**src/rtl/alu_seq.sv**
```systemverilog
// alu_seq: registered ALU with persistent {T,V,C,N,Z} flags, carry chaining, compares
// and iterative shifts/rotates. Define ALU_SEQ_BARREL_SHIFT_EN for single-cycle shifts.
module alu_seq #(
    parameter int WIDTH = 20,
    parameter int CNT_W = 5
) (
    input  logic             clk,
    input  logic             rst,
    input  logic             in_valid,
    output logic             in_ready,
    input  logic [13:0]      instruction,
    input  logic [WIDTH-1:0] a,
    input  logic [WIDTH-1:0] b,
    output logic             out_valid,
    output logic [WIDTH-1:0] result,
    output logic             err,
    output logic [4:0]       flags,
    input  logic             flags_load,
    input  logic [4:0]       flags_in
);

    localparam logic [13:0] OP_NOT   = 14'h0A7;
    localparam logic [13:0] OP_OR    = 14'h0D1;
    localparam logic [13:0] OP_AND   = 14'h0BC;
    localparam logic [13:0] OP_XOR   = 14'h0E6;
    localparam logic [13:0] OP_SHFTR = 14'h0FB;
    localparam logic [13:0] OP_SHFTL = 14'h110;
    localparam logic [13:0] OP_ROTR  = 14'h125;
    localparam logic [13:0] OP_ROTL  = 14'h13A;
    localparam logic [13:0] OP_INC   = 14'h164;
    localparam logic [13:0] OP_DEC   = 14'h179;
    localparam logic [13:0] OP_ADD   = 14'h18E;
    localparam logic [13:0] OP_ADDC  = 14'h1A3;
    localparam logic [13:0] OP_SUB   = 14'h1B8;
    localparam logic [13:0] OP_SUBC  = 14'h1CD;
    localparam logic [13:0] OP_EQ    = 14'h1E2;
    localparam logic [13:0] OP_GT    = 14'h1F7;
    localparam logic [13:0] OP_LT    = 14'h20C;
    localparam logic [13:0] OP_GET   = 14'h221;
    localparam logic [13:0] OP_LET   = 14'h236;

    localparam int F_Z = 0;
    localparam int F_N = 1;
    localparam int F_C = 2;
    localparam int F_V = 3;
    localparam int F_T = 4;

    localparam logic [0:0] IDLE  = 1'b0;
    localparam logic [0:0] SHIFT = 1'b1;

    // kind[1] = rotate, kind[0] = left
    localparam logic [1:0] K_SHR = 2'b00;
    localparam logic [1:0] K_SHL = 2'b01;
    localparam logic [1:0] K_ROR = 2'b10;
    localparam logic [1:0] K_ROL = 2'b11;

    localparam logic [WIDTH-1:0] W_VAL = WIDTH'(WIDTH);

    logic [0:0]       state_q, state_d;
    logic [WIDTH-1:0] result_q, result_d;
    logic [WIDTH-1:0] work_q, work_d;
    logic [4:0]       flags_q, flags_d;
    logic             out_valid_q, out_valid_d;
    logic             err_q, err_d;
    logic [CNT_W-1:0] cnt_q, cnt_d;
    logic [1:0]       kind_q, kind_d;
    logic             set_zn;
    logic             accept;

    assign in_ready = (state_q == IDLE);
    assign accept   = in_valid && in_ready;

    // INC/DEC reuse the add/subtract path with B forced to 1; ADDC/SUBC pull in C.
    logic             use_one, use_c;
    logic [WIDTH-1:0] arith_b;
    logic [WIDTH:0]   ext_sum, ext_dif;
    logic             add_v, sub_v;

    assign use_one = (instruction == OP_INC) || (instruction == OP_DEC);
    assign use_c   = (instruction == OP_ADDC) || (instruction == OP_SUBC);
    assign arith_b = use_one ? WIDTH'(1) : b;
    assign ext_sum = {1'b0, a} + {1'b0, arith_b} + {{WIDTH{1'b0}}, use_c & flags_q[F_C]};
    assign ext_dif = {1'b0, a} - {1'b0, arith_b} - {{WIDTH{1'b0}}, use_c & flags_q[F_C]};
    assign add_v   = (a[WIDTH-1] == arith_b[WIDTH-1]) && (ext_sum[WIDTH-1] != a[WIDTH-1]);
    assign sub_v   = (a[WIDTH-1] != arith_b[WIDTH-1]) && (ext_dif[WIDTH-1] != a[WIDTH-1]);

    logic             is_shift;
    logic [1:0]       op_kind;
    logic [CNT_W-1:0] op_k;

    always_comb begin
        is_shift = 1'b1;
        op_kind  = K_SHR;
        case (instruction)
            OP_SHFTR: op_kind = K_SHR;
            OP_SHFTL: op_kind = K_SHL;
            OP_ROTR:  op_kind = K_ROR;
            OP_ROTL:  op_kind = K_ROL;
            default:  is_shift = 1'b0;
        endcase
    end

    assign op_k = op_kind[1] ? CNT_W'(b % W_VAL)
                             : ((b >= W_VAL) ? CNT_W'(WIDTH) : CNT_W'(b));

    logic [WIDTH-1:0] step_work;
    logic             step_c;

    always_comb begin
        case (kind_q)
            K_SHR:   begin step_work = work_q >> 1; step_c = work_q[0]; end
            K_SHL:   begin step_work = work_q << 1; step_c = work_q[WIDTH-1]; end
            K_ROR:   begin step_work = {work_q[0], work_q[WIDTH-1:1]}; step_c = work_q[0]; end
            default: begin step_work = {work_q[WIDTH-2:0], work_q[WIDTH-1]}; step_c = work_q[WIDTH-1]; end
        endcase
    end

`ifdef ALU_SEQ_BARREL_SHIFT_EN
    logic [WIDTH-1:0]   bar_res, bar_tmp;
    logic [2*WIDTH-1:0] bar_dbl;
    logic               bar_c;

    // The last bit out of a k-bit shift is the edge bit after shifting by k-1.
    always_comb begin
        bar_res = '0;
        bar_tmp = '0;
        bar_dbl = '0;
        bar_c   = 1'b0;
        case (op_kind)
            K_SHR: begin
                bar_res = a >> op_k;
                bar_tmp = a >> (op_k - CNT_W'(1));
                bar_c   = bar_tmp[0];
            end
            K_SHL: begin
                bar_res = a << op_k;
                bar_tmp = a << (op_k - CNT_W'(1));
                bar_c   = bar_tmp[WIDTH-1];
            end
            K_ROR: begin
                bar_dbl = {a, a} >> op_k;
                bar_res = bar_dbl[WIDTH-1:0];
                bar_c   = bar_res[WIDTH-1];
            end
            default: begin
                bar_dbl = {a, a} << op_k;
                bar_res = bar_dbl[2*WIDTH-1:WIDTH];
                bar_c   = bar_res[0];
            end
        endcase
    end
`endif

    // NOTE: every signal written here gets a default first, so no path can infer a latch.
    always_comb begin
        state_d     = state_q;
        result_d    = result_q;
        flags_d     = flags_q;
        work_d      = work_q;
        cnt_d       = cnt_q;
        kind_d      = kind_q;
        out_valid_d = 1'b0;
        err_d       = 1'b0;
        set_zn      = 1'b0;

        if (state_q == SHIFT) begin
            work_d = step_work;
            cnt_d  = cnt_q - CNT_W'(1);
            if (cnt_q == CNT_W'(1)) begin
                state_d       = IDLE;
                out_valid_d   = 1'b1;
                result_d      = step_work;
                flags_d[F_C]  = step_c;
                set_zn        = 1'b1;
            end
        end else if (accept) begin
            out_valid_d = 1'b1;
            set_zn      = 1'b1;
            if (is_shift) begin
                if (op_k == '0) begin
                    result_d = a;
                end else begin
`ifdef ALU_SEQ_BARREL_SHIFT_EN
                    result_d     = bar_res;
                    flags_d[F_C] = bar_c;
`else
                    out_valid_d = 1'b0;
                    set_zn      = 1'b0;
                    work_d      = a;
                    cnt_d       = op_k;
                    kind_d      = op_kind;
                    state_d     = SHIFT;
`endif
                end
            end else begin
                case (instruction)
                    OP_NOT: result_d = ~a;
                    OP_OR:  result_d = a | b;
                    OP_AND: result_d = a & b;
                    OP_XOR: result_d = a ^ b;
                    OP_INC, OP_ADD, OP_ADDC: begin
                        result_d     = ext_sum[WIDTH-1:0];
                        flags_d[F_C] = ext_sum[WIDTH];
                        flags_d[F_V] = add_v;
                    end
                    OP_DEC, OP_SUB, OP_SUBC: begin
                        result_d     = ext_dif[WIDTH-1:0];
                        flags_d[F_C] = ext_dif[WIDTH];
                        flags_d[F_V] = sub_v;
                    end
                    OP_EQ:  begin set_zn = 1'b0; flags_d[F_T] = (a == b); end
                    OP_GT:  begin set_zn = 1'b0; flags_d[F_T] = (a > b);  end
                    OP_LT:  begin set_zn = 1'b0; flags_d[F_T] = (a < b);  end
                    OP_GET: begin set_zn = 1'b0; flags_d[F_T] = (a >= b); end
                    OP_LET: begin set_zn = 1'b0; flags_d[F_T] = (a <= b); end
                    default: begin
                        set_zn   = 1'b0;
                        err_d    = 1'b1;
                        result_d = '0;
                    end
                endcase
            end
        end

        if (set_zn) begin
            flags_d[F_Z] = (result_d == '0);
            flags_d[F_N] = result_d[WIDTH-1];
        end
        // Context restore wins over whatever the op would have written.
        if (flags_load) flags_d = flags_in;
    end

    // NOTE: sequential state uses non-blocking assignments so all registers sample pre-edge values.
    always_ff @(posedge clk) begin
        if (rst) begin
            state_q     <= IDLE;
            result_q    <= '0;
            flags_q     <= '0;
            out_valid_q <= 1'b0;
            err_q       <= 1'b0;
            work_q      <= '0;
            cnt_q       <= '0;
            kind_q      <= K_SHR;
        end else begin
            state_q     <= state_d;
            result_q    <= result_d;
            flags_q     <= flags_d;
            out_valid_q <= out_valid_d;
            err_q       <= err_d;
            work_q      <= work_d;
            cnt_q       <= cnt_d;
            kind_q      <= kind_d;
        end
    end

    assign out_valid = out_valid_q;
    assign result    = result_q;
    assign err       = err_q;
    assign flags     = flags_q;

endmodule

```
**config.mk**
```make
export PLATFORM = sky130hd
export DESIGN_NAME = alu_seq
export DESIGN_NICKNAME = d
export VERILOG_FILES = /design/src/rtl/alu_seq.sv
export SDC_FILE = /design/constraint.sdc
export NUM_CORES = 1
export LEC_CHECK = 0
export BUFFER_PORTS_ARGS = -buffer_cell sky130_fd_sc_hd__buf_2
export CAP_MARGIN = 0
export CORE_MARGIN = 2
export CORE_UTILIZATION = 57
export DETAILED_ROUTE_END_ITERATION = 8
export HOLD_SLACK_MARGIN = 0.02
export PLACE_DENSITY = 0.81
export SYNTH_ARGS = -nofsm -noshare
export SYNTH_HDL_FRONTEND = slang
export SYNTH_SLANG_ARGS = --single-unit
```
**constraint.sdc**
```tcl
create_clock -name clk -period 6.4 [get_ports clk]
set_input_delay 0.64 -clock clk [delete_from_list [all_inputs] [get_ports clk]]
set_output_delay 0.64 -clock clk [all_outputs]
set_load 0.01 [all_outputs]
```
==> summary.txt <==
CP Max Fanout: 7
min Tclk post-route: 6.51 ns
register bit total from synthesis: 55
Worst-Margin Slew: 1.13 ns
CP bufs+invs: 6
final setup margin: -0.109 ns
DRT Wirelength: 35700 µm
Buffers on Ports: 90
drt via density: 6.54
slew margin rel.: 23.7%
via count: 12300
r2r setup slk: 1.23 ns
CP peak stage delay: 0.53 ns
r2r worst-path depth: 30
first-pass GRT wire length: 55900 µm
Worst setup endpoint: flags[0]$_SDFFE_PP0P_
Max-cap violations: 0
sequential share of the synthesized area: 10.9%
share of post-route cells with drive strength above 1: 23.3%
CTS tree: done
Pre-Repair DR Iteration Count: 8
Sink Count: 55
DP Cell Count: 1863
num rows: 48
Final nets: 1845
Tot GR Track Use: 36.6%
r2r startpoint: flags[2]$_SDFFE_PP0P_
Yosys warnings: 0
Hold Worst Slack: 0.504 ns
worst clock skew: 0.00648 ns
post-place setup slack: -0.766 ns
Synth Area per Inst: 6.93 µm²
total CTS buffers: 5
Final Cycle Share: 102%
f_max: 0.154 GHz
CTS Buffer Depth: 2
Die Area: 18700 µm²
final setup vio count: 2
CP Data Required Time: 6.62 ns
Slowest-stage cell, CP: or4_4
I/O pin total: 91
Leak: 5.30 nW
CORE AREA: 17300 µm²
root buffer cell: clkbuf_16
CP top delay family: compound AO/OA/AOI/OAI gates
CP Class: input port to flop
CTS Hold Buffers Added: 0
initial core utilization: 58.2%
GRT Residual Overflow: 0
Hold/Removal Path Class: flop to flop
RSZ-0062 raised after global routing: true
most frequent CP cell: buf_4
Post-Layout Inst Area: 12500 µm²
Distinct cells, synth: 106
ANT cells: 0
Worst IR Drop VDD: 0.264 mV
Gate Count Post-Synth: 1452
Routed WL per cell: 19.0 µm
reg2reg end: flags[0]$_SDFFE_PP0P_
Horiz. Die Dim: 137 µm
largest net degree at the start of global routing: 57
clock-pin slew on the worst setup and hold paths: 0.07 ns
die height: 137 µm
failing checks: DRC, setup timing
Worst Setup SP: b[15]
commonest cells in the synthesized netlist: 172 x nor2_1, 133 x nand2_1, 119 x ha_1
PwrDens: 124 nW/µm²
most numerous cell in the Yosys netlist: nor2_1
vias in the first global route: 11400
top cells by area, synth: ha_1 15%, dfxtp_1 11%, nor2_1 6.4%, nand2_1 5.0%, o21ai_0 4.8%
HP Start: work_q[15]$_SDFFE_PP0P_
CP arrival: 6.73 ns
post-synth top area share: 14.8%
Cell Area, Synth: 10100 µm²
Post-Syn Nets: 1638
Layout area overhead: 23.9%
number of synthesized flops with an enable pin: 0
initial antenna violation count: 0
largest area contributor in the netlist: ha_1
Clk Latency, worst-skew pair: 0.30 ns
Antenna Nets Post-Route: 0
Main synth FF type: dfxtp_1
Startpoint Class: input port
number of stages on the worst setup path: 27
placed cell areas: 11900 µm²
Final Hold Fails: 0
DP HPWL: 26700 µm
H-Tree Depth: 2
initial DRC count: 1363
status: complete, but fails checks
Setup crit end kind: flop
fin cells: 1885
ys async rst share: 0%
Post-route DRC: 1
routability cong.: 1.01
Pins Over Slew Limit: 0
[area by class of cell]
class                      count  area, µm²
multi-input combinational   1190       8510
fill                        1342       4830
timing repair buffer         287       1950
sequential                    55       1100
inverter                     120        450
tap                          225        282
clock buffer                   6        139
clock inverter                 2       35.0
[power by group]
part	switching (mW)	leakage (nW)	internal, mW	total (mW)
registers	0.00980	0.447	0.349	0.359
logic	0.482	4.77	0.383	0.864
clock network	0.132	0.0868	0.195	0.328
[state kept, by name, summed over array words and instances, names as in the netlist]
register	cells
result	20
work_q	20
cnt_q	5
flags	5
kind_q	2
err	1
out_valid	1
state_q	1
[metrics by stage]
step	power (mW)	util, %	setup TNS [ns]
after global routing	1.63	72.1	-2.80
after CTS	1.49	71.0	0
after floorplan	0.852	-	0
after detailed placement	1.14	68.6	-6.05
final	1.55	72.1	-0.134
after global placement	1.12	68.6	-1.33
[worst min path at each step]
stage,end,cells after the start,slack [ns]
floorplan,work_q[1]$_SDFFE_PP0P_,2,0.46
global placement,work_q[2]$_SDFFE_PP0P_,2,0.49
detailed placement,work_q[1]$_SDFFE_PP0P_,2,0.49
CTS,work_q[15]$_SDFFE_PP0P_,2,0.50
global route,work_q[10]$_SDFFE_PP0P_,2,0.52
finish,work_q[15]$_SDFFE_PP0P_,2,0.50
[logic make-up after synthesis]
group / after synthesis / synth area share, %
buf+inv: 207 / 8.00
flops: 55 / 10.9
fa+ha+maj: 123 / 15.6
xor+xnor: 30 / 2.61
mux: 28 / 2.85
simple gates: 559 / 27.7
compound gates: 450 / 32.3
[what timing repair did]
action                                 CTS  global route
setup endpoints to repair                5            36
resized for setup                       42            42
buffers inserted                         8             6
pin swaps                               11            24
endpoints found under the hold margin    0             0
[layout by cell type, fill, tap and decap left out, drive strengths merged, types with 33 or more instances in the layout]
cell type | Yosys | routed
o21ai | 100 | 100
nor3 | 33 | 33
dfxtp | 55 | 55
nor2 | 173 | 173
nand2 | 137 | 137
a21oi | 88 | 88
inv | 111 | 111
nand3 | 49 | 49
buf | 20 | 287
ha | 119 | 119
[worst min-delay path, cell delays in order, from the launching register on]
cell,delay (ns)
dfxtp_1,0.33
nand2_1,0.06
a311oi_1,0.08
[routing by layer]
layer / vias to the layer above / part of all wire (%) / GRT usage [%]
met5: - / 0 / 0
met3: 161 / 11 / 3.81
met2: 770 / 45 / 60.2
li1: 5771 / - / -
met1: 5635 / 40 / 48.0
met4: 0 / 5.0 / 16.7
Power figures use the tool's default switching activity.
